### src/rtl/press_count_display.sv
// Button press counter: 4-digit BCD count with rollover pulse, multiplexed onto a 4-digit 7-segment display.
// Optional macro LEADING_ZERO_BLANK_EN blanks leading zero digits (the ones digit is always shown).
module press_count_display #(
    parameter int SCAN_DIV     = 50000,
    parameter int WRAP_PULSE_W = 1
) (
    input  logic        clk,
    input  logic        rst,
    input  logic        inc_pulse,
    input  logic        clr,
    output logic [15:0] count_bcd,
    output logic        wrap,
    output logic [3:0]  an,
    output logic [6:0]  seg
);

    localparam int SCAN_W = (SCAN_DIV > 1) ? $clog2(SCAN_DIV) : 1;
    localparam int WRAP_W = $clog2(WRAP_PULSE_W + 1);
    localparam logic [SCAN_W-1:0] SCAN_LAST = SCAN_W'(SCAN_DIV - 1);
    localparam logic [WRAP_W-1:0] WRAP_LOAD = WRAP_W'(WRAP_PULSE_W);

    logic [3:0][3:0]    cnt_q;
    logic [3:0][3:0]    cnt_inc;
    logic               all_nines;
    logic [WRAP_W-1:0]  wrap_cnt;
    logic [SCAN_W-1:0]  scan_cnt;
    logic [1:0]         digit_idx;
    logic [3:0]         cur_digit;
    logic               blank;

    function automatic logic [6:0] seg_enc(input logic [3:0] d);
        case (d)
            4'd0:    seg_enc = 7'b1000000;
            4'd1:    seg_enc = 7'b1111001;
            4'd2:    seg_enc = 7'b0100100;
            4'd3:    seg_enc = 7'b0110000;
            4'd4:    seg_enc = 7'b0011001;
            4'd5:    seg_enc = 7'b0010010;
            4'd6:    seg_enc = 7'b0000010;
            4'd7:    seg_enc = 7'b1111000;
            4'd8:    seg_enc = 7'b0000000;
            4'd9:    seg_enc = 7'b0010000;
            default: seg_enc = 7'b1111111;
        endcase
    endfunction

    // Ripple the BCD carry through all four digits in one cycle.
    always_comb begin
        logic carry;
        cnt_inc = cnt_q;
        carry   = 1'b1;
        for (int i = 0; i < 4; i++) begin
            if (carry) begin
                if (cnt_q[i] == 4'd9) begin
                    cnt_inc[i] = 4'd0;
                end else begin
                    cnt_inc[i] = cnt_q[i] + 4'd1;
                    carry      = 1'b0;
                end
            end
        end
        all_nines = carry;
    end

    always_ff @(posedge clk) begin
        if (rst) begin
            cnt_q    <= '0;
            wrap_cnt <= '0;
        end else begin
            if (clr)
                cnt_q <= '0;
            else if (inc_pulse)
                cnt_q <= cnt_inc;

            // clr neither starts nor cuts short a wrap pulse
            if (inc_pulse && !clr && all_nines)
                wrap_cnt <= WRAP_LOAD;
            else if (wrap_cnt != '0)
                wrap_cnt <= wrap_cnt - WRAP_W'(1);
        end
    end

    always_ff @(posedge clk) begin
        if (rst) begin
            scan_cnt  <= '0;
            digit_idx <= 2'd0;
        end else if (scan_cnt == SCAN_LAST) begin
            scan_cnt  <= '0;
            digit_idx <= digit_idx + 2'd1;
        end else begin
            scan_cnt  <= scan_cnt + SCAN_W'(1);
        end
    end

    assign cur_digit = cnt_q[digit_idx];

`ifdef LEADING_ZERO_BLANK_EN
    always_comb begin
        blank = 1'b0;
        case (digit_idx)
            2'd3:    blank = (cnt_q[3] == 4'd0);
            2'd2:    blank = (cnt_q[3] == 4'd0) && (cnt_q[2] == 4'd0);
            2'd1:    blank = (cnt_q[3] == 4'd0) && (cnt_q[2] == 4'd0) && (cnt_q[1] == 4'd0);
            default: blank = 1'b0;
        endcase
    end
`else
    assign blank = 1'b0;
`endif

    always_ff @(posedge clk) begin
        if (rst) begin
            an  <= 4'b1110;
            seg <= 7'b1000000;
        end else begin
            an  <= ~(4'b0001 << digit_idx);
            seg <= blank ? 7'b1111111 : seg_enc(cur_digit);
        end
    end

    assign count_bcd = cnt_q;
    assign wrap      = (wrap_cnt != '0);

endmodule
### config.mk
export PLATFORM = sky130hd
export DESIGN_NAME = press_count_display
export DESIGN_NICKNAME = d
export VERILOG_FILES = /design/src/rtl/press_count_display.sv
export SDC_FILE = /design/constraint.sdc
export NUM_CORES = 1
export LEC_CHECK = 0
export ABC_AREA = 1
export CAP_MARGIN = 20
export CORE_MARGIN = 2
export CORE_UTILIZATION = 45
export CTS_CLUSTER_SIZE = 12
export DETAILED_ROUTE_END_ITERATION = 12
export PLACE_DENSITY = 0.74
export SLEW_MARGIN = 5
export SYNTH_ARGS = -nofsm -noshare
export SYNTH_HDL_FRONTEND = slang
export SYNTH_SLANG_ARGS = --single-unit
export TNS_END_PERCENT = 20
### constraint.sdc
create_clock -name clk -period 2.75 [get_ports clk]
set_clock_uncertainty 0.05 [all_clocks]
set_input_delay 0.275 -clock clk [delete_from_list [all_inputs] [get_ports clk]]
set_output_delay 0.275 -clock clk [all_outputs]
set_load 0.1 [all_outputs]
==> metrics.md, run 1 <==
| Metric | Value |
|---|---|
| Die X | 74.84 um |
| Post-route ant nets | 0 |
| Final worst setup slack | a little over 0.8 ns |
| Setup WS pre-CTS | ~0.85 ns |
| Clk slew on worst S/H paths | about 0.09 ns |
| CP dominant cell by count | nand3_1 |
| Hpwl dp | 3407 um |
| DR DRC count | 0 |
| RSZ-0062 raised after global routing | false |
| Post-layout nets | approximately 370 |
| Post-layout minimum cycle time | ~1.9 ns |
| R2r worst-path depth | 9 |
| Area growth, synth to finish | 18.17% |
| CP bufs+invs | 2 |
| Relative max-transition margin | roughly 72% |
| Worst skew pair latency | ~0.3 ns |
| # clock sinks | 46 |
| Period utilisation layout | a little over two thirds |
| Crit path kind | flop to flop |
| PostCTS Resize Cnt | 0 |
| Combinational power share | 5.7% |
| Synth area leaders | dfxtp_1 41%, nand2_1 13%, nand3_1 6.2% |
| Leak | ~1.1 nW |
| Synthesized cell area | 0.002258 mm^2 |
| Synth Warn # | 0 |
| Hold Crit Depth | 1 |
| Via density | about 4.8 |
| Core Region | approximately 0.0048 mm^2 |
| Sequential share of the synthesized area | a little over 40% |
| Worst Hold Class | flop to flop |
| CTS max path bufs | 2 |
| Hold Crit Start | scan_cnt[0] |
| WHS | a little over 0.4 ns |
| # hold bufs at CTS | 0 |
| Sw Share | between 20% and 30% |
| Largest delay share family, worst path | flip-flops |
| Tightest Pin Transition | 0.4257 ns |
| Reg2reg start | digit_idx[0] |
| Max stage delay on crit path | a little under 0.6 ns |
| Initial drt markers | approximately 110 |
| Via count | just over 2k |
| Io pins | 32 |
| Arr. time, crit path | 2.05 ns |
| VDD IR max | roughly 230 uV |
| Sequential share of power | 55.4% |
| Crit path cell chain | inv_2 > nand2_1 > nand3_1 > nand2_1 > inv_1 > ha_1 > nand3_1 > nand3_1 > a21oi_1 |
| PwrDens | about 460 mW/mm^2 |
| Reg2Reg Setup Slack | between 0.8 and 0.9 ns |
| Synthesized flop and latch total | between 40 and 50 |
| CTS H-Tree Depth | 2 |
| Pin count of the biggest net entering global routing | 17 |
| CP max stage cell | dfxtp_1 |
| Internal power | about 0.94 mW |
| First-pass GRT wire length | about 8000 um |
| Clk pwr share | between 30% and 40% |
| DIE HEIGHT | around 75 um |
| Fin. Hold Viols | 0 |
| Initial cell density of the core | 47.19% |
| CP required | about 2.9 ns |
| Fin. max-slew vios | 0 |
| Row cnt | 25 |
| Gr ovfl total | 0 |
| WL per Instance | between 10 and 15 um |
| Overall die area | 0.005601 mm^2 |
| Antenna violations before repair | 0 |
| Yosys top cell by area | dfxtp_1 |
| Root buffer cell | clkbuf_8 |
| Post-Route Setup TNS | 0 ns |
| Vias in the first global route | roughly 1.8k |
| # setup viols final | 0 |
| Cell variety after synth | 24 |
| CP max FO | 13 |
| Fmax | between 0.5 and 0.6 GHz |
| WL final | ~4600 um |
| Min-Delay Endpoint | scan_cnt[0] |
| TritonCTS buffer count | 5 |
| Max-cap violations | 0 |
| Syn Area/Cell | 7.124 um^2 |
| Crit end category | flop |
| Syn Nets | about 330 |
| # Post-CTS Setup Buffers | 0 |
| # diodes | 0 |
| Post-Synthesis Cells | around 320 |
| Switch Pwr | between 0.2 and 0.3 mW |
| Top-area cell type share of the netlist area | 40.78% |
| Status | completed |
| Drt pass-1 iters | 4 |
| GRT Total Usage | a little under a fifth |
| I/O Buffers | 31 |
| R2r endpoint | seg[3] |
| Gpl congestion | around 0.83 |
| Share of cells above drive strength 1 | between 15 and 20% |
| Worst Setup Start Kind | flop |
| TritonCTS clock tree | built |
synthesized netlist by cell type:
cell	count
nor2_4	4
xor2_1	4
a21oi_1	21
clkinv_1	2
o21ai_1	4
ha_1	10
nor2_2	3
nand3_2	3
xnor2_1	2
buf_2	1
nor3_1	7
dfxtp_1	46
nand3_1	28
nand4_1	7
nand2_2	3
nand3b_1	4
inv_1	29
inv_2	10
nor2_1	36
buf_6	1
o21ai_0	9
nand2_1	81
nand2_4	1
buf_4	1
per-stage QoR:
stage	util (%)	cells	instance area (um^2)	total power [mW]
global route	55.76	420	2669	1.267
floorplan	-	317	2258	0.7453
detailed placement	53.46	412	2559	0.7621
finish	55.76	420	2669	1.221
global placement	53.46	412	2559	0.7601
CTS	55.76	420	2669	1.232
layer usage:
layer	routed length, um	track usage (%)	part of all wire (%)	up-vias
li1	-	-	-	1077
met1	2278	25.12	49	888
met2	2029	28.95	44	46
met3	257	4.953	5.6	5
met4	45	6.548	0.98	0
met5	0	0	0	-
placed cells by master (no fill, tap or decap):
cell | netlist | layout
nor2_4 | 4 | 4
clkbuf_8 | 0 | 8
nand3_2 | 3 | 3
xnor2_1 | 2 | 2
nand3b_1 | 4 | 4
dfxtp_1 | 46 | 46
nor2_1 | 36 | 36
inv_1 | 29 | 29
nor3_1 | 7 | 7
buf_4 | 1 | 28
nand2_4 | 1 | 1
ha_1 | 10 | 10
nor2_2 | 3 | 3
xor2_1 | 4 | 4
nand4_1 | 7 | 7
inv_2 | 10 | 10
nand2_1 | 81 | 81
o21ai_0 | 9 | 9
nand3_1 | 28 | 28
a21oi_1 | 21 | 21
nand2_2 | 3 | 3
clkdlybuf4s50_1 | 0 | 3
o21ai_1 | 4 | 4
clkinv_1 | 2 | 2
cell families (layout without fill, tap and decap cells):
family          Yosys count  in the layout  share of synthesized area (%)
compound gates           34             34                          7.534
xor+xnor                  6              6                          2.327
fa+ha+maj                10             10                          5.540
buf+inv                  44             80                          7.867
flops                    46             46                          40.78
simple gates            177            177                          35.96
how the worst max path moves through the flow:
stage	start	slack [ns]	endpoint	cells after the start
global placement	digit_idx[0]	0.89	seg[3]	9
detailed placement	digit_idx[0]	0.85	seg[3]	9
global route	digit_idx[0]	0.61	seg[6]	10
finish	digit_idx[0]	0.82	seg[3]	9
floorplan	count_bcd[12]	0.58	seg[3]	9
CTS	digit_idx[0]	0.83	seg[3]	9
final cells by class:
| cell class | instances | area [um^2] |
|---|---|---|
| Fill cell | 471 | 2117 |
| Inverter | 41 | 153.9 |
| Clock buffer | 8 | 110.1 |
| Tap cell | 67 | 83.83 |
| Sequential cell | 46 | 920.9 |
| Timing Repair Buffer | 31 | 240.2 |
| Multi-Input combinational cell | 227 | 1160 |
sequential cells by signal, summed over array words and instances (netlist names):
| name | flops |
|---|---|
| count_bcd | 16 |
| scan_cnt | 16 |
| seg | 7 |
| an | 4 |
| digit_idx | 2 |
| wrap | 1 |
power by group through the flow:
stage / combinational, mW / clock, mW / sequential [mW]
floorplan: 0.0300 / 0 / 0.715
global placement: 0.0679 / 0 / 0.692
detailed placement: 0.0695 / 0 / 0.693
CTS: 0.0698 / 0.486 / 0.677
global route: 0.0767 / 0.513 / 0.678
finish: 0.0696 / 0.475 / 0.677
Power figures use the tool's default switching activity.
==> run 2, diff against run 1 <==
==> constraint.sdc (replaced) <==
create_clock -name clk -period 1.9 [get_ports clk]
set_clock_uncertainty 0.05 [all_clocks]
set_input_delay 0.19 -clock clk [delete_from_list [all_inputs] [get_ports clk]]
set_output_delay 0.19 -clock clk [all_outputs]
set_load 0.1 [all_outputs]
==> run 2 against run 1 <==
  * Sequential cell count is the same
  * Core utilization grew 0.71 points
  * Critical path depth is the same
  * Power grew 48%
  * Largest power group unchanged
  * Critical path type unchanged
  * Combinational power grew 49%
  * Sequential share of layout area is essentially flat
  * Via count grew 2.3%
  * Cell area grew 1.3%
  * First-iteration DRC count grew 25%
  * Die area is the same
  * Non-clock buffer count grew 3
  * Global-route usage shrank 0.78 points
==> metrics.md, run 2 (same netlist as run 1, synthesis figures left out) <==
| Metric | Value |
|---|---|
| Commonest non-fill, non-tap cells in the layout | 81 x nand2_1, 36 x nor2_1, 36 x dfxtp_1, 31 x buf_4, 29 x inv_1 |
| GRT Total Usage | between 15 and 20% |
| Root buffer cell | clkbuf_8 |
| Tightest Pin Transition | approximately 0.29 ns |
| Row cnt | 25 |
| Hold Crit Start | scan_cnt[0] |
| Core Region | ~0.0048 mm^2 |
| Vias in the first global route | about 1.8k |
| Most common cell after layout, fill and taps aside | nand2_1 |
| Fin. max-slew vios | 0 |
| WL final | 4636 um |
| Sw Share | a little under a quarter |
| Share of cells above drive strength 1 | about a fifth |
| # Post-CTS Setup Buffers | 0 |
| TritonCTS buffer count | 5 |
| Min-Delay Endpoint | scan_cnt[0] |
| R2r endpoint | seg[3] |
| DIE HEIGHT | 74.84 um |
| Worst Hold Class | flop to flop |
| Reg2Reg Setup Slack | around 0.22 ns |
| Crit path kind | flop to flop |
| CTS max path bufs | 2 |
| Via count | a little over 2k |
| CP max FO | 9 |
| # clock sinks | 46 |
| Initial drt markers | 134 |
| WL per Instance | between 10 and 15 um |
| Clk pwr share | roughly two fifths |
| Drt pass-1 iters | 5 |
| FF/Latch Area | 933.4 um^2 |
| Initial cell density of the core | a little under half |
| First-pass GRT wire length | roughly 7900 um |
| CP max stage cell | dfxtp_2 |
| Arr. time, crit path | approximately 1.9 ns |
| Fillers | roughly 450 |
| # setup viols final | 0 |
| Crit path cell chain | buf_4 > o21ai_0 > nand2_1 > nand2_1 > inv_1 > ha_1 > nand3_1 > nand3_1 > a21oi_1 |
| Internal power | around 1.4 mW |
| Post-layout minimum cycle time | 1.682 ns |
| Via density | about 4.9 |
| Area growth, synth to finish | 19.67% |
| Hpwl dp | between 3000 and 4000 um |
| Gr ovfl total | 0 |
| TritonCTS clock tree | built |
| Design Area, Final | between 0.002 and 0.003 mm^2 |
| Status | completed |
| # diodes | 0 |
| Pin count of the biggest net entering global routing | 17 |
| Period utilisation layout | approximately 89% |
| Leak | 1.081 nW |
| Clk slew on worst S/H paths | 0.09 ns |
| Max stage delay on crit path | 0.36 ns |
| Placed Area | about 0.0026 mm^2 |
| Inst Count DP | around 420 |
| Worst skew pair latency | about 0.3 ns |
| CP required | roughly 2.1 ns |
| M1 WL | approximately 2200 um |
| I/O Buffers | 31 |
| Reg2reg start | digit_idx[0] |
| Met2 wire len | roughly 2100 um |
| DR DRC count | 0 |
| Gpl congestion | approximately 0.83 |
| Relative max-transition margin | between 80% and 90% |
| Highest metal used | met4 |
| PwrDens | 666.8 mW/mm^2 |
| Switch Pwr | 0.4124 mW |
| Crit end category | flop |
| Fmax | just under 0.6 GHz |
| RSZ-0062 raised after global routing | false |
| Finished Layout Cells | approximately 420 |
| Post-route ant nets | 0 |
| Combinational power share | between 5 and 6% |
| Max-cap violations | 0 |
| Post-layout nets | 369 |
| Post-Route Setup TNS | 0 ns |
| Multi-input gate area | approximately 0.0012 mm^2 |
| Sequential share of power | 54.3% |
| CTS H-Tree Depth | 2 |
| Io pins | 32 |
| Routed wl met3 | about 270 um |
| Overall die area | between 0.005 and 0.006 mm^2 |
| Antenna violations before repair | 0 |
| Worst Setup Start Kind | flop |
| Fin. Hold Viols | 0 |
| VDD IR max | 308.2 uV |
| R2r worst-path depth | 9 |
| Hold Crit Depth | 1 |
| Die X | about 75 um |
==> run 2: cell types whose count changed in the layout (fill, tap and decap cells not counted) <==
cell       before  now
dfxtp_1        46   36
dfxtp_2         0   10
buf_4          28   31
clkbuf_8        8    5
clkinv_2        0    2
bufinv_16       0    1
==> run 2: how the worst max path moves through the flow <==
stage / start / endpoint / slack (ns)
6_report: digit_idx[0] / seg[3] / 0.22
3_5_place_dp: digit_idx[0] / seg[3] / 0.16
4_1_cts: digit_idx[0] / seg[3] / 0.13
5_1_grt: digit_idx[0] / seg[3] / 0.04
2_1_floorplan: count_bcd[7] / count_bcd[9] / 0.02
3_3_place_gp: digit_idx[0] / seg[6] / 0.28
==> run 2: cell type report <==
class	count	share of cell area [%]
Multi-Input combinational cell	227	42.92
Sequential cell	46	34.54
Timing Repair Buffer	34	9.722
Inverter	41	5.694
Tap cell	67	3.102
Clock buffer	5	2.546
Clock inverter	3	1.481
==> run 2: timing repair <==
| item | in CTS | in global routing |
|---|---|---|
| gates resized for setup | 0 | 1 |
| hold buffers | 0 | 0 |
| endpoints found under the setup margin | 0 | 3 |
==> run 2: metrics by stage <==
| step | worst slack [ns] | util (%) | total power, mW | hold WS, ns |
|---|---|---|---|---|
| final | 0.2180 | 56.47 | 1.802 | 0.4045 |
| after detailed placement | 0.1601 | 54.17 | 1.106 | 0.3918 |
| after CTS | 0.1292 | 56.44 | 1.811 | 0.4058 |
| after floorplan | 0.02283 | - | 1.079 | 0.3063 |
| after global routing | 0.04493 | 56.47 | 1.860 | 0.4434 |
| after global placement | 0.2794 | 54.17 | 1.104 | 0.3820 |
==> run 2: critical path: cells and delay by family, from the launching register on <==
family / cells / cell delay [ns]
adder cells (fa/ha/maj): 1 / 0.29
buffers and inverters: 2 / 0.27
AND/OR/NAND/NOR: 4 / 0.39
AO/OA/AOI/OAI: 2 / 0.27
flip-flops: 1 / 0.36
==> run 2: power groups by stage <==
stage          clock [mW]  combinational (mW)  sequential (mW)
3_5_place_dp            0               0.104             1.00
3_3_place_gp            0               0.102             1.00
4_1_cts             0.727               0.105            0.979
6_report            0.719               0.104            0.979
5_1_grt             0.764               0.115            0.981
2_1_floorplan           0              0.0434             1.04
==> run 2: metal layers <==
metal / global-route usage, % / vias to the layer above
li1: - / 1086
met1: 24.11 / 902
met2: 29.14 / 69
met3: 4.150 / 6
met4: 4.167 / 0
met5: 0 / -
==> run 3, diff against run 2 <==
--- a/config.mk
+++ b/config.mk
@@ -12,6 +12,7 @@
 export CTS_CLUSTER_SIZE = 12
 export DETAILED_ROUTE_END_ITERATION = 12
 export PLACE_DENSITY = 0.74
+export RECOVER_POWER = 100
 export SLEW_MARGIN = 5
 export SYNTH_ARGS = -nofsm -noshare
 export SYNTH_HDL_FRONTEND = slang
==> run 3 against run 2 <==
  * Clock-buffer cell count did not move
  * Combinational power fell by 5%
  * Critical path depth did not move
  * Core utilization fell by 1.9 points
  * Sequential power barely moved
  * Critical endpoint unchanged
  * Largest power group unchanged
==> metrics.md, run 3 (same netlist as run 1, synthesis figures left out) <==
| Metric | Value |
|---|---|
| Pin count of the biggest net entering global routing | 17 |
| Inst Count DP | 415 |
| CTS max path bufs | 2 |
| Gpl congestion | between 0.8 and 0.9 |
| # diodes | 0 |
| Reg2Reg Setup Slack | 0.21 ns |
| Fin. max-slew vios | 0 |
| Antenna violations before repair | 0 |
| Most common cell after layout, fill and taps aside | nand2_1 |
| GRT Total Usage | roughly 18% |
| Crit path kind | flop to flop |
| Placed Area | 0.002592 mm^2 |
| R2r endpoint | seg[3] |
| Sequential share of power | approximately 55% |
| R2r worst-path depth | 9 |
| Crit end category | flop |
| CP bufs+invs | 2 |
| Crit path cell chain | buf_4 > o21ai_0 > nand2_1 > nand2_1 > inv_1 > ha_1 > nand3_1 > nand3_1 > a21oi_1 |
| Combinational power share | 5.5% |
| WL per Instance | approximately 11 um |
| Hold Crit Depth | 1 |
| Gr ovfl total | 0 |
| Worst Hold Class | flop to flop |
| Overall die area | around 0.0056 mm^2 |
| CP max FO | 9 |
| Via count | between 2k and 2.5k |
| Drt pass-1 iters | 5 |
| Final worst setup slack | just over 0.2 ns |
| Initial cell density of the core | a little under half |
| DIE HEIGHT | 74.84 um |
| Relative max-transition margin | 63.57% |
| WP depth | 9 |
| Io pins | 32 |
| CP max stage cell | dfxtp_2 |
| Initial drt markers | about 130 |
| Post-layout minimum cycle time | ~1.7 ns |
| I/O Buffers | 31 |
| Vias in the first global route | approximately 1.8k |
| RSZ-0062 raised after global routing | false |
| Design Area, Final | ~0.0026 mm^2 |
| CTS H-Tree Depth | 2 |
| Final core utilization | between 50% and 60% |
| Crit path launch | digit_idx[0] |
| TritonCTS buffer count | 5 |
| Tot Pwr | roughly 1.8 mW |
| Largest delay share family, worst path | simple AND/OR/NAND/NOR gates |
| Finished Layout Cells | around 420 |
| Hold Crit Start | scan_cnt[0] |
| CP required | slightly above 2 ns |
| Post-layout nets | about 370 |
| DR DRC count | 0 |
| Core Region | ~0.0048 mm^2 |
| Post-route ant nets | 0 |
| Worst Setup Start Kind | flop |
| TritonCTS clock tree | built |
| Reg2reg start | digit_idx[0] |
| Max-cap violations | 0 |
| Area growth, synth to finish | 15.57% |
| Die X | between 70 and 80 um |
| Crit path capture | seg[3] |
| Share of cells above drive strength 1 | between 10% and 20% |
| Status | completed |
| Commonest non-fill, non-tap cells in the layout | 81 x nand2_1, 38 x nor2_1, 36 x dfxtp_1, 30 x inv_1 |
| Setup WS pre-CTS | 0.1601 ns |
| Leak | about 1.1 nW |
| Via density | 4.939 |
| Post-Route Setup TNS | 0 ns |
| Worst skew pair latency | around 0.3 ns |
| # clock sinks | 46 |
| Fin. Hold Viols | 0 |
| Root buffer cell | clkbuf_8 |
| WL final | approximately 4700 um |
| Switch Pwr | 0.4091 mW |
| Max stage delay on crit path | ~0.36 ns |
| PwrDens | 687.2 mW/mm^2 |
| First-pass GRT wire length | around 8000 um |
| Hpwl dp | approximately 3400 um |
| # setup viols final | 0 |
| Fmax | about 0.59 GHz |
| WHS | between 0.4 and 0.5 ns |
| Clk pwr share | 39.9% |
| Sw Share | ~23% |
| Internal power | between 1 and 1.5 mW |
| VDD IR max | around 300 uV |
| Period utilisation layout | about nine tenths |
| Clk slew on worst S/H paths | ~0.090 ns |
| Tightest Pin Transition | about 0.54 ns |
| Arr. time, crit path | roughly 1.9 ns |
| Row cnt | 25 |
## run 3: worst min path at each step
| stage | end | slack (ns) |
|---|---|---|
| after global routing | scan_cnt[0] | 0.44 |
| after global placement | scan_cnt[0] | 0.38 |
| after detailed placement | scan_cnt[0] | 0.39 |
| final | scan_cnt[0] | 0.40 |
| after CTS | scan_cnt[0] | 0.41 |
| after floorplan | count_bcd[12] | 0.31 |
## run 3: cell type report
class,instances,area (um^2)
fillers,470,2176
multi-input cells,227,1145
clock inverters,3,40.04
repair buffers,34,185.2
inverters,41,153.9
flip-flops and latches,46,933.4
well taps,67,83.83
clock buffers,5,68.82
## run 3: power groups by stage
stage,clock (mW),combinational (mW),sequential [mW]
floorplan,0,0.0434,1.04
global placement,0,0.102,1.00
detailed placement,0,0.104,1.00
CTS,0.727,0.105,0.979
global route,0.764,0.109,0.981
finish,0.716,0.0984,0.979
## run 3: repair_timing
action	CTS	global route
endpoints found under the setup margin	0	3
resized for setup	0	1
buffers inserted	0	0
hold buffers	0	0
## run 3: per-layer routing
metal | vias up | GRT usage (%) | routed length (um) | share of wire [%]
met4 | 0 | 4.167 | 0 | 0
met3 | 0 | 4.150 | 203 | 4.4
met1 | 938 | 24.11 | 2268 | 49
met5 | - | 0 | 0 | 0
li1 | 1090 | - | - | -
met2 | 61 | 29.14 | 2183 | 47
